<file path="src/rtl/matrix_pkg.sv">
// Shared state encoding and default sizing for the LED matrix sequencer.
package matrix_pkg;

    localparam int DEF_NUM_CHIPS  = 4;
    localparam int DEF_FRAME_BITS = 138;
    localparam int DEF_CMD_BITS   = 12;

    typedef enum logic [3:0] {
        ST_IDLE     = 4'd0,
        ST_CS_SETUP = 4'd1,
        ST_WR_LO    = 4'd2,
        ST_WR_HI    = 4'd3,
        ST_CS_HOLD  = 4'd4,
        ST_DONE     = 4'd5
    } state_t;

    function automatic int imax(input int a, input int b);
        return (a > b) ? a : b;
    endfunction

endpackage

</file>
<file path="src/rtl/matrix_sequencer.sv">
// Serial frame sequencer for daisy-selected LED driver chips.
// Broadcast command transfers are built only with MATRIX_CMD_MODE_EN defined.
module matrix_sequencer
    import matrix_pkg::*;
#(
    parameter int NUM_CHIPS  = DEF_NUM_CHIPS,
    parameter int FRAME_BITS = DEF_FRAME_BITS,
    parameter int CMD_BITS   = DEF_CMD_BITS,
    localparam int CW = (NUM_CHIPS > 1) ? $clog2(NUM_CHIPS) : 1,
    localparam int MAXB = imax(FRAME_BITS, CMD_BITS),
    localparam int BW = (MAXB > 1) ? $clog2(MAXB) : 1
) (
    input  logic                 clk,
    input  logic                 reset,
    input  logic                 start,
    input  logic                 mode,
    input  logic                 abort,
    input  logic                 bit_in,
    output logic [CW-1:0]        chip_idx,
    output logic [BW-1:0]        bit_idx,
    output logic [NUM_CHIPS-1:0] cs_n,
    output logic                 wr_n,
    output logic                 data_out,
    output logic                 busy,
    output logic                 done,
    output logic [3:0]           dbg_state
);

    localparam logic [BW-1:0] DLAST = BW'(FRAME_BITS - 1);
    localparam logic [BW-1:0] CLAST = BW'(CMD_BITS - 1);
    localparam logic [CW-1:0] CLAST_CHIP = CW'(NUM_CHIPS - 1);

    state_t        state, nstate;
    logic [CW-1:0] chip;
    logic [BW-1:0] cnt;
    logic [BW-1:0] last;
    logic          dout;
    logic          sel;

`ifdef MATRIX_CMD_MODE_EN
    logic cmd;

    always_ff @(posedge clk or posedge reset) begin
        if (reset)
            cmd <= 1'b0;
        else if (state == ST_IDLE && start)
            cmd <= mode;
    end
`else
    logic cmd;
    logic unused_mode;

    assign cmd         = 1'b0;
    assign unused_mode = mode;
`endif

    assign last = cmd ? CLAST : DLAST;

    always_ff @(posedge clk or posedge reset) begin
        if (reset)
            state <= ST_IDLE;
        else
            state <= nstate;
    end

    // abort overrides every transition out of a busy state
    always_comb begin
        nstate = state;
        if (abort && state != ST_IDLE) begin
            nstate = ST_IDLE;
        end else begin
            unique case (state)
                ST_IDLE:     if (start) nstate = ST_CS_SETUP;
                ST_CS_SETUP: nstate = ST_WR_LO;
                ST_WR_LO:    nstate = ST_WR_HI;
                ST_WR_HI:    nstate = (cnt == last) ? ST_CS_HOLD : ST_WR_LO;
                ST_CS_HOLD:
                    nstate = (!cmd && chip != CLAST_CHIP) ? ST_CS_SETUP
                                                          : ST_DONE;
                ST_DONE:     nstate = ST_IDLE;
                default:     nstate = ST_IDLE;
            endcase
        end
    end

    always_ff @(posedge clk or posedge reset) begin
        if (reset) begin
            chip <= '0;
            cnt  <= '0;
            dout <= 1'b0;
        end else if (nstate == ST_IDLE) begin
            chip <= '0;
            cnt  <= '0;
        end else begin
            case (state)
                ST_IDLE: begin
                    chip <= '0;
                    cnt  <= '0;
                end
                ST_CS_SETUP: dout <= bit_in;
                ST_WR_HI: begin
                    if (nstate == ST_WR_LO) begin
                        cnt  <= cnt + BW'(1);
                        dout <= bit_in;
                    end
                end
                ST_CS_HOLD: begin
                    cnt <= '0;
                    if (nstate == ST_CS_SETUP)
                        chip <= chip + CW'(1);
                end
                default: ;
            endcase
        end
    end

    // during WR_HI the source is already addressed with the next bit
    assign bit_idx = (state == ST_WR_HI && cnt != last) ? cnt + BW'(1) : cnt;

    assign sel = (state == ST_CS_SETUP) || (state == ST_WR_LO) ||
                 (state == ST_WR_HI);

    always_comb begin
        cs_n = '1;
        for (int i = 0; i < NUM_CHIPS; i++)
            cs_n[i] = ~(sel & (cmd | (chip == CW'(i))));
    end

    assign chip_idx  = chip;
    assign wr_n      = (state != ST_WR_LO);
    assign data_out  = dout;
    assign busy      = (state != ST_IDLE);
    assign done      = (state == ST_DONE);
    assign dbg_state = state;

endmodule

</file>
<file path="config.mk">
export PLATFORM = sky130hd
export DESIGN_NAME = matrix_sequencer
export DESIGN_NICKNAME = d
export VERILOG_FILES = /design/src/rtl/matrix_pkg.sv /design/src/rtl/matrix_sequencer.sv
export SDC_FILE = /design/constraint.sdc
export NUM_CORES = 1
export LEC_CHECK = 0
export ABC_AREA = 1
export CORE_ASPECT_RATIO = 1.75
export CORE_MARGIN = 2
export CORE_UTILIZATION = 50
export CTS_CLUSTER_DIAMETER = 40
export CTS_CLUSTER_SIZE = 10
export DETAILED_ROUTE_END_ITERATION = 12
export GPL_TIMING_DRIVEN = 0
export PLACE_DENSITY = 0.83
export SKIP_LAST_GASP = 1
export SYNTH_ARGS = -nofsm -noshare
export SYNTH_HDL_FRONTEND = slang
export SYNTH_SLANG_ARGS = --single-unit
</file>
<file path="constraint.sdc">
create_clock -name clk -period 4.6 [get_ports clk]
set_input_delay 1.15 -clock clk [delete_from_list [all_inputs] [get_ports clk]]
set_output_delay 1.15 -clock clk [all_outputs]
set_load 0.03 [all_outputs]
</file>
==> metrics.cfg <==
[status]
status=finished, final reports clean

[placed_design]
port-buffer-count=26
place_area_um2=1470
place_congestion=0.8821
detailed_place_hpwl_um=2183

[sta]
skew_ps=2.654
slew-limit-headroom=0.6041
finalCriticalPeriod_ps=3693
max_freq_mhz=270.8
timing.hold.ws_ps=505.7
hold_viol=0
grt_setup_unrepaired=no
period_share=0.8028
finalSetupTns_ps=0
setup_viol=0
tightest_slew_ps=593.2
slew_violations=0

[synthesis]
synth_nets=178
synth-compound-area-share=0.07856
synth_top_family_by_area=simple AND/OR/NAND/NOR gates
syn_inst=166
synth_cell_types=24
synth-seq-area-share=0.3185
synthMuxAreaShare=0
ys_seq_elements=15
syn_area_um2=1179
ys_warn_count=0
synth_xor_area_frac=0.03715
syn_avg_cell_area_um2=7.100
synthSimpleGateAreaFrac=0.4172
synthAdderAreaFrac=0.06369

[cts]
postCtsSetupRepairBufs=0
clk_latency_ps=260
cts_buffers=3
ctsLongestPathBuffers=2
hold_buffers=0
clk_root_buffer_cell=clkbuf_8
cts-htree-levels=1
post_cts_resized=0
cts_tree=done
cts_sinks=15
path_clk_slew_ps=60

[route]
drc=0
route.antenna.remaining_nets=0
firstDrtPassIters=4
vias=1181
first_iter_violations=41
vias_per_cell=5.344
finalWirelength_um=2790
wire_per_inst_um=12.62

[worst_setup_path]
critical_path_class=flop to primary output
path_max_fanout=9
crit_path_start_kind=flop
slowest_stage=clkdlybuf4s50_1
path_cells=inv_1 -> ha_1 -> nand2_1 -> nor2_2 -> nand2_1 -> nand2_1 -> inv_1 -> o21ai_0 -> clkdlybuf4s50_1
cp.arrival_ps=2540
required_ps=3450
crit_top_cell=nand2_1
end_kind=primary output
reg2reg_setup_slack_ps=2830
cp_slowest_stage_delay_ps=710

[pwr]
switchingPower_mw=0.1202
power_frac_seq=0.416
power_frac_comb=0.271
clockPowerShare=0.313
switching_share=0.3393
power-per-cell-area_nw_per_um2=233.6
p_int_mw=0.2341
ir_worst_vdd_mv=0.1776
p_leak_nw=0.7588

[finish]
stdcell_area_um2=1516
diodes=0
area_growth_pct=28.66
finish.utilization=0.6670
finalNetCount=209
drive_gt1_frac=0.1173
fillers=193

[floorplanning]
std_cell_rows=23
start_util=0.5184
die_area_um2=2777
ios=28
core-area_um2=2273
fp.dieH_um=68.23
fp.dieW_um=40.70

[global_route]
grt.met3_usage=0.03896
met2_usage=0.4484
grt_antenna_before_repair=0
globalRouteMet1Util=0.2319
grt_max_degree=16
track_usage=0.2419
grt_pass1_vias=1143
grt_pass1_wl_um=4643
gr-max-usage-layer=met2
grt_overflow=0

[flow_run]
cap_violations=0

[hold_path]
hold_class=flop to flop

## flip-flops by register name (all words and copies together), names as in the netlist
signal     cells
dbg_state      4
cnt            8
chip_idx       2
data_out       1
## power by group through the flow
stage / Combinational, mW / Sequential (mW) / Clock (mW)
global route: 0.105 / 0.149 / 0.115
CTS: 0.0969 / 0.147 / 0.113
floorplan: 0.0489 / 0.162 / 0
finish: 0.0960 / 0.147 / 0.111
global placement: 0.0938 / 0.149 / 0
detailed placement: 0.0966 / 0.150 / 0
## worst max-delay path: cells and delay by family, from the launching register on
kind	cells	cell delay, ps
buffers and inverters	3	980
AND/OR/NAND/NOR	4	520
flip-flops	1	430
AO/OA/AOI/OAI	1	220
adder cells (fa/ha/maj)	1	140
## cells by family (layout without fill, tap and decap cells)
logic type / count (synthesis) / after routing
buf+inv: 25 / 55
xor+xnor: 5 / 5
other cells: 1 / 1
compound gates: 13 / 13
fa+ha+maj: 6 / 6
flops: 15 / 15
simple gates: 101 / 101
## area by class of cell
type                            instances  area (µm²)  area share
Multi-Input combinational cell        126       706.9      0.4662
Sequential cell                        15       375.4      0.2475
Timing Repair Buffer                   26       260.3      0.1716
Inverter                               23       86.33     0.05693
Clock buffer                            3       41.29     0.02723
Tap cell                               25       31.28     0.02063
Buffer                                  2       10.01    0.006601
Clock inverter                          1       5.005    0.003300
## final timing paths
check,startpoint,endpoint,depth (start not counted)
max,cnt[1]$_DFFE_PP0P_,bit_idx[5],9
max reg2reg,cnt[1]$_DFFE_PP0P_,cnt[3]$_DFFE_PP0P_,11
min in group asynchronous,reset,cnt[2]$_DFFE_PP0P_,2
max in group asynchronous,reset,cnt[7]$_DFFE_PP0P_,2
min,data_out$_DFFE_PP0P_,data_out$_DFFE_PP0P_,2
min reg2reg,data_out$_DFFE_PP0P_,data_out$_DFFE_PP0P_,2
## cell usage in the layout (no fill, tap or decap), drive strengths merged
cell,instances
nand2,55
clkdlybuf4s50,26
nand3,26
inv,23
nor2,16
dfrtp,15
o21ai,8
ha,6
xor2,5
clkbuf,3
buf,2
nor3,2
a31oi,2
a21oi,2
nand4,1
a21boi,1
nor4,1
clkinv,1
conb,1
## per-stage QoR
step                      setup WS, ps  power (mW)  std cells
final                            907.0      0.3543        221
after global routing             727.1      0.3691        221
after CTS                        922.8      0.3573        221
after detailed placement          1234      0.2463        217
after global placement            1269      0.2431        217
after floorplan                   1578      0.2105        166
## cells in the mapped netlist
library cell  count  area, µm²
inv_1            22      82.58
ha_1              6      75.07
nor2_4            3      33.78
nand2_1          50      187.7
a21boi_4          1      18.77
nor3_1            2      10.01
a21oi_1           2      10.01
nand3_1          22      110.1
inv_2             1      3.750
nand4_1           1      6.260
nor2_2            2      12.51
nand2_2           4      25.02
buf_2             2      10.01
o21ai_4           1      16.27
nand3_2           3      30.03
nand2_4           1      11.26
conb_1            1      3.750
xor2_1            5      43.79
nor4_1            1      6.260
nor2_1           11      41.29
nand3_4           1      17.52
o21ai_0           7      35.03
dfrtp_1          15      375.4
a31oi_1           2      12.51
## metal layers
metal / routed length (µm) / part of all wire / vias up
li1: - / - / 582
met1: 1018 / 0.36 / 556
met2: 1593 / 0.57 / 38
met3: 129 / 0.046 / 5
met4: 48 / 0.017 / 0
met5: 0 / 0 / -
(Power assumes the default switching activity.)
